`src/rtl/dot_product_pkg.sv`:
```
// Shared widths for the dot-product pipeline: upstream 4-lane stage and
// downstream accumulator. No ports; constants and a width helper only.
package dot_product_pkg;

  localparam int DP_LANES  = 4;
  localparam int DP_ELEM_W = 4;
  localparam int DP_PROD_W = 2 * DP_ELEM_W;
  localparam int DP_IN_W   = 10;

  function automatic int dp_out_w(
    input int in_w,
    input int chunks
  );
    return in_w + $clog2(chunks);
  endfunction

endpackage

```
`src/rtl/dot_product_accumulator_out_reg.sv`:
```
// One-entry valid/ready holding register for pipeline tails that cannot stall.
// Ports: clk/rst (sync), clr (clears drop flag), load/data (new result),
// ready (consumer), q/valid (held result), overflow (sticky drop flag).
module dp_out_reg #(
  parameter int W = 12
) (
  input  logic         clk,
  input  logic         rst,
  input  logic         clr,
  input  logic         load,
  input  logic [W-1:0] data,
  input  logic         ready,
  output logic [W-1:0] q,
  output logic         valid,
  output logic         overflow
);

  logic take;
  logic drop;

  // A full register still accepts new data when it drains this same edge.
  assign take = load && (!valid || ready);
  assign drop = load && valid && !ready;

  always_ff @(posedge clk) begin
    if (rst) begin
      q        <= '0;
      valid    <= 1'b0;
      overflow <= 1'b0;
    end else begin
      if (take) begin
        q     <= data;
        valid <= 1'b1;
      end else if (valid && ready) begin
        valid <= 1'b0;
      end
      if (clr) begin
        overflow <= 1'b0;
      end else if (drop) begin
        overflow <= 1'b1;
      end
    end
  end

endmodule

```
`src/rtl/dot_product_accumulator.sv`:
```
// Sums NUM_CHUNKS consecutive upstream partials into one dot product.
// Ports: i_clk/i_rst (sync), i_valid/i_partial (beats), i_clr (abort),
// o_sum/o_valid/i_ready (result port), o_chunk_cnt, o_overflow (sticky drop).
module dot_product_accumulator
  import dot_product_pkg::*;
#(
  parameter int NUM_CHUNKS = 4,
  parameter int IN_W       = DP_IN_W
) (
  input  logic                        i_clk,
  input  logic                        i_rst,
  input  logic                        i_valid,
  input  logic [IN_W-1:0]             i_partial,
  input  logic                        i_clr,
  output logic [dp_out_w(IN_W, NUM_CHUNKS)-1:0] o_sum,
  output logic                        o_valid,
  input  logic                        i_ready,
  output logic [$clog2(NUM_CHUNKS):0] o_chunk_cnt,
  output logic                        o_overflow
);

  localparam int OUT_W = dp_out_w(IN_W, NUM_CHUNKS);
  localparam int CNT_W = $clog2(NUM_CHUNKS) + 1;
  localparam logic [CNT_W-1:0] LAST = CNT_W'(NUM_CHUNKS - 1);

  logic [OUT_W-1:0] acc;
  logic [OUT_W-1:0] sum_next;
  logic [CNT_W-1:0] chunk_cnt;
  logic             beat;
  logic             first;
  logic             last;
  logic             done;

  // i_clr wins over a coincident beat.
  assign beat  = i_valid && !i_clr;
  assign first = (chunk_cnt == '0);
  assign last  = (chunk_cnt == LAST);
  assign done  = beat && last;

  // The first beat overwrites acc, so acc never needs an explicit clear.
  assign sum_next = first ? OUT_W'(i_partial)
                          : acc + OUT_W'(i_partial);

  always_ff @(posedge i_clk) begin
    if (i_rst) begin
      acc       <= '0;
      chunk_cnt <= '0;
    end else if (i_clr) begin
      chunk_cnt <= '0;
    end else if (beat) begin
      acc <= sum_next;
      if (last) begin
        chunk_cnt <= '0;
      end else begin
        chunk_cnt <= chunk_cnt + 1'b1;
      end
    end
  end

  assign o_chunk_cnt = chunk_cnt;

  dp_out_reg #(
    .W(OUT_W)
  ) u_out (
    .clk      (i_clk),
    .rst      (i_rst),
    .clr      (i_clr),
    .load     (done),
    .data     (sum_next),
    .ready    (i_ready),
    .q        (o_sum),
    .valid    (o_valid),
    .overflow (o_overflow)
  );

endmodule

```
`config.mk`:
```
export PLATFORM = sky130hd
export DESIGN_NAME = dot_product_accumulator
export DESIGN_NICKNAME = d
export VERILOG_FILES = /design/src/rtl/dot_product_pkg.sv /design/src/rtl/dot_product_accumulator_out_reg.sv /design/src/rtl/dot_product_accumulator.sv
export SDC_FILE = /design/constraint.sdc
export NUM_CORES = 1
export LEC_CHECK = 0
export ABC_AREA = 1
export BUFFER_PORTS_ARGS = -buffer_cell sky130_fd_sc_hd__buf_2
export CORE_ASPECT_RATIO = 1.25
export CORE_MARGIN = 3
export CORE_UTILIZATION = 56
export CTS_CLUSTER_SIZE = 24
export DETAILED_ROUTE_END_ITERATION = 12
export PLACE_DENSITY = 0.82
export SYNTH_ARGS = -nofsm -noshare
export SYNTH_HDL_FRONTEND = slang
export SYNTH_SLANG_ARGS = --single-unit
```
`constraint.sdc`:
```
create_clock -name i_clk -period 2.02 [get_ports i_clk]
set_input_delay 0.303 -clock i_clk [delete_from_list [all_inputs] [get_ports i_clk]]
set_output_delay 0.303 -clock i_clk [all_outputs]
set_load 0.03 [all_outputs]
```
=== Word level (Yosys, flattened, before mapping) ===
Index checks and enable logic that the tools add are counted.

* Logic and storage cells: 27
* Bits in registers: 29
* Output and inout bits: 17

* Bitwise gates (word level): 1
* Muxes and demuxes: 4
* Reductions and logical operators: 14
* Eq/ne operators: 1
* $add $sub $neg: 2

{| class="wikitable"
|+ Operator list
! cell !! count
|-
| adder 12 x 10 -> 12 bit || 1
|-
| 2-to-1 mux 12 bit || 1
|-
| logical AND 1 bit || 6
|-
| adder 3 x 1 -> 3 bit (second input constant) || 1
|-
| == test 3 x 2 -> 1 bit (second input constant) || 1
|-
| logical NOT 1 bit || 3
|-
| logical NOT 3 bit || 1
|-
| 2-to-1 mux 3 bit || 1
|-
| 2-to-1 mux 1 bit || 2
|-
| AND reduction 2 bit || 1
|-
| nonzero test 2 bit || 1
|-
| OR reduction 2 bit || 1
|-
| logical OR 1 bit || 1
|-
| NOT 1 bit || 1
|}

=== Longest topological paths before layout ===
* Depth after elaboration: 5
* Depth in mapped cells: 12
* Mapped depth without buffers: 12

=== Modules after synthesis ===
From an unflattened synthesis, not the netlist that was laid out.

* Cells, all modules: 315
* Area, all modules: 2048.2 um^2

{| class="wikitable"
|+ Modules (own cells, without submodules)
! module !! sequential area each (um^2) !! times used !! cells each !! area an instance (um^2)
|-
| dot_product_accumulator || 300.3 || 1 || 226 || 1366.3
|-
| dp_out_reg || 280.3 || 1 || 89 || 681.9
|}

=== Worst setup path before layout ===
Ideal clock, no wire load.

* Path kind: register to register
* Start: reg acc[0]
* End: reg u_out.q[6]
* Cell stages (with the launch flop): 12
* Setup time: 109 ps
* Path slack: 395 ps
* Arrival: 1517 ps
* Path through: dfxtp_1 -> ha_1 -> inv_1 -> fa_1 -> o21bai_4 -> nand2_1 -> nand2_1 -> nand2_1 -> nand3_1 -> nand3_1 -> nand2_1 -> inv_1

* Word-level cells in the longest chain between the ends: 2

{| class="wikitable"
|+ RTL lines
! item !! RTL line !! RTL
|-
| from (decl) || dot_product_accumulator.sv:26 || <nowiki>logic [OUT_W-1:0] acc;</nowiki>
|-
| from (signal assigned) || dot_product_accumulator.sv:51 || <nowiki>acc <= sum_next;</nowiki>
|-
| adder 12 x 10 -> 12 bit || dot_product_accumulator.sv:42 || <nowiki>: acc + OUT_W'(i_partial);</nowiki>
|-
| 2-to-1 mux 12 bit || dot_product_accumulator.sv:41 || <nowiki>assign sum_next = first ? OUT_W'(i_partial)</nowiki>
|-
| to (signal assigned) || dot_product_accumulator_out_reg.sv:32 || <nowiki>q <= data;</nowiki>
|-
| to (decl) || dot_product_accumulator_out_reg.sv:13 || <nowiki>output logic [W-1:0] q,</nowiki>
|}

Every way passes these cells.
A chain may end at the register's enable or synchronous reset.

=== Worst setup path after layout ===
* Start: reg acc[0]
* End: reg acc[8]

* Word-level cells in the longest chain between the ends: 2

{| class="wikitable"
|+ RTL lines
! item !! RTL line
|-
| adder 12 x 10 -> 12 bit || dot_product_accumulator.sv:42
|-
| 2-to-1 mux 12 bit || dot_product_accumulator.sv:41
|}

Every way passes these cells.

==> flow_metrics.py <==
metrics = {
    "finish": {
        "flow.area_growth_from_synthesis_pct": 11.6,
        "layout.core_utilization_pct": 68.3,
        "n_antenna_cell": 0,
        "design.final.nets": 350,
        "drive_above_1_share_pct": 16.1,
    },
    "route": {
        "postRouteWirelength_microns": 3950,
        "dr_total_vias": 1806,
        "via_per_inst": 5.03,
        "drt_first_pass_iters": 4,
        "initialDrtViolationCount": 53,
        "residual_drc": 0,
        "postRouteAntennaNets": 0,
        "wire_per_inst_microns": 11.0,
    },
    "global_routing": {
        "grt_remaining_overflow": 0,
        "grt_pass1_wl_microns": 7030,
        "maximum_number_of_pins_on_one_net_before_global_route_repair": 21,
        "total_track_usage_pct": 21.3,
        "first_global_vias": 1695,
        "number_of_antenna_violations_at_the_first_check_in_global_routing": 0,
    },
    "flow_run": {
        "max_cap_viol_count": 0,
    },
    "sta": {
        "grt_setup_unrepaired": "false",
        "tightest_slew_ns": 0.381,
        "layout_worst_path_cycle_share_pct": 89.0,
        "setup_viol": 0,
        "worst_clock_skew_ns": 0.0127,
        "timing.max_slew.rel_slack_pct": 74.6,
        "final_hold_viol_count": 0,
        "finalWorstPathRequiredPeriod_ns": 1.80,
        "fin_tns_setup_ns": 0,
        "maxClockFrequency_mhz": 556,
        "final-max-slew-violation-count": 0,
    },
    "clock_network": {
        "clkTransAtPathRegs_ns": 0.10,
        "clock_insertion_delay_worst_skew_ns": 0.34,
        "cts_tree": "yes",
        "numCtsBuffers": 5,
        "post_cts_resize_count": 0,
        "ctsRootBufferMaster": "sky130_fd_sc_hd__clkbuf_4",
        "cts_setup_buffers": 0,
        "ctsHtreeMaxLevel": 2,
        "clk_path_buf_depth": 2,
        "cts_hold_repair.buffers": 0,
        "cts.sink_count": 29,
    },
    "min_path": {
        "worstHoldPathType": "input port to register",
        "hold_path.startpoint": "i_ready",
        "worst_hold_path.num_cells": 4,
        "worst_hold_path.endpoint": "u_out.overflow",
    },
    "floorplanning": {
        "fp.dieW_microns": 57.7,
        "core_area_sq_mm": 0.00306,
        "design.die.area_sq_mm": 0.00407,
        "floorplan.io_pins": 32,
        "rows": 22,
        "floorplan.die.height_microns": 70.6,
        "floorplan.initialDensity_pct": 61.2,
    },
    "place": {
        "finalWeightedCongestion": 0.876,
        "port_buffers": 31,
        "dp_hpwl_microns": 2980,
    },
    "logic_synthesis": {
        "synth_top_cell_by_area": "sky130_fd_sc_hd__dfxtp_1",
        "synth-main-ff-cell": "sky130_fd_sc_hd__dfxtp_1",
        "synthTopCellsByCount": "74 x sky130_fd_sc_hd__nand2_1, 42 x sky130_fd_sc_hd__inv_1, 36 x sky130_fd_sc_hd__nor2_1",
        "syn-instance-count": 290,
        "ys_top_cells_by_area": "sky130_fd_sc_hd__dfxtp_1 31%, sky130_fd_sc_hd__nand2_1 15%, sky130_fd_sc_hd__inv_1 8.4%",
        "synth_most_common_cell": "sky130_fd_sc_hd__nand2_1",
        "net_count_after_synthesis": 318,
        "synth_enable_flop_cells": 0,
        "ys_ff_latch": 29,
        "synth-seq-area-share_pct": 31.0,
        "ys_async_sr_fraction_pct": 0,
        "post_synth_instance_area_sq_mm": 0.00187,
        "count_of_warnings_emitted_by_yosys": 0,
        "ys_types": 33,
        "postSynthAreaPerCell_sq_um": 6.45,
        "synth_top_area_share_pct": 31.0,
    },
    "critical_path": {
        "critPathLaunchType": "register",
        "worstRegToRegCells": 11,
        "rrSetupSlack_ns": 0.22,
        "critPathMaxFanout": 4,
        "r2r_start": "acc[0]",
        "timing.rr.end": "acc[8]",
        "critPathRequiredTime_ns": 2.27,
        "critical_path_arrival_ns": 2.05,
        "crit_type": "register to register",
        "worstSetupEndpointType": "register",
    },
    "pwr": {
        "leakagePower_uw": 0.00118,
        "vdd_drop_max_mv": 0.453,
        "power_density_mw_per_mm2": 578,
        "post-layout-total-power_uw": 1210,
    },
    "status": {
        "run_status": "complete, no violations",
    },
}
metal layers:
| metal | wire (microns) | track usage [%] | up-vias |
|---|---|---|---|
| met2 | 1770 | 35.1 | 36 |
| met5 | 0 | 0 | - |
| met3 | 184 | 3.83 | 7 |
| met1 | 1950 | 28.0 | 789 |
| li1 | - | - | 974 |
| met4 | 54 | 6.96 | 0 |
sequential cells by signal (all words and copies together) (netlist names):
signal,cells
u_out.q,12
u_out.overflow,1
u_out.valid,1
o_chunk_cnt,3
acc,12
power by group:
group,switching [uW],internal [uW]
Combinational,166,96.6
Clock,212,132
Sequential,11.1,589
logic make-up (layout without fill, tap and decap cells):
logic type | Yosys count | count (layout) | share of synthesized area (%)
xor+xnor | 2 | 2 | 0.937
flops | 29 | 29 | 31.0
simple gates | 149 | 149 | 33.6
buf+inv | 59 | 92 | 12.8
compound gates | 38 | 38 | 12.6
fa+ha+maj | 13 | 13 | 9.10
worst max-delay path by stage:
stage                 start          to  slack, ns  cells after the start
2_1_floorplan        acc[0]  u_out.q[6]       0.39                     11
3_3_place_gp   i_partial[0]  u_out.q[8]       0.21                     12
3_5_place_dp   i_partial[0]      acc[8]       0.16                     12
4_1_cts              acc[0]      acc[8]       0.21                     11
5_1_grt              acc[0]      acc[8]       0.01                     11
6_report             acc[0]      acc[8]       0.22                     11
area by class of cell:
type	instances	area, sq um
Multi-Input combinational cell	202	1050
Fill cell	292	967
Sequential cell	29	581
Inverter	52	198
Timing Repair Buffer	32	163
Tap cell	36	45.0
Clock buffer	6	41.3
Clock inverter	2	10.0
metrics by stage:
step / worst slack (ns) / instance area (sq um) / hold WS, ns / std cells
after floorplan: 0.395 / 1870 / 0.459 / 290
after global placement: 0.208 / 2040 / 0.440 / 351
after detailed placement: 0.156 / 2040 / 0.446 / 351
after CTS: 0.210 / 2090 / 0.243 / 359
after global routing: 0.0148 / 2090 / 0.284 / 359
final: 0.222 / 2090 / 0.244 / 359
worst max-delay path, cell delays in order (launching register included):
cell and delay [ns]:
sky130_fd_sc_hd__dfxtp_1 0.34, sky130_fd_sc_hd__ha_1 0.20, sky130_fd_sc_hd__inv_1 0.06, sky130_fd_sc_hd__fa_1 0.46, sky130_fd_sc_hd__o21bai_4 0.20, sky130_fd_sc_hd__nand2_1 0.09
sky130_fd_sc_hd__nand2_1 0.06, sky130_fd_sc_hd__nand2_1 0.04, sky130_fd_sc_hd__nand3_1 0.08, sky130_fd_sc_hd__nand3_1 0.08, sky130_fd_sc_hd__nand2_1 0.07, sky130_fd_sc_hd__inv_1 0.04
layout by cell type, fill, tap and decap left out, types with 2 or more instances in the layout:
master,instances
sky130_fd_sc_hd__clkbuf_4,5
sky130_fd_sc_hd__a21oi_1,10
sky130_fd_sc_hd__o21bai_1,4
sky130_fd_sc_hd__o21ai_1,10
sky130_fd_sc_hd__clkinv_2,2
sky130_fd_sc_hd__ha_1,12
sky130_fd_sc_hd__nor2_1,36
sky130_fd_sc_hd__nand3_1,28
sky130_fd_sc_hd__nand2_1,74
sky130_fd_sc_hd__inv_1,42
sky130_fd_sc_hd__nand3b_1,2
sky130_fd_sc_hd__nand4_1,3
sky130_fd_sc_hd__o21a_1,5
sky130_fd_sc_hd__inv_2,7
sky130_fd_sc_hd__dfxtp_1,29
sky130_fd_sc_hd__o21ai_0,5
sky130_fd_sc_hd__clkinv_1,2
sky130_fd_sc_hd__buf_2,31
(Power assumes the default switching activity.)
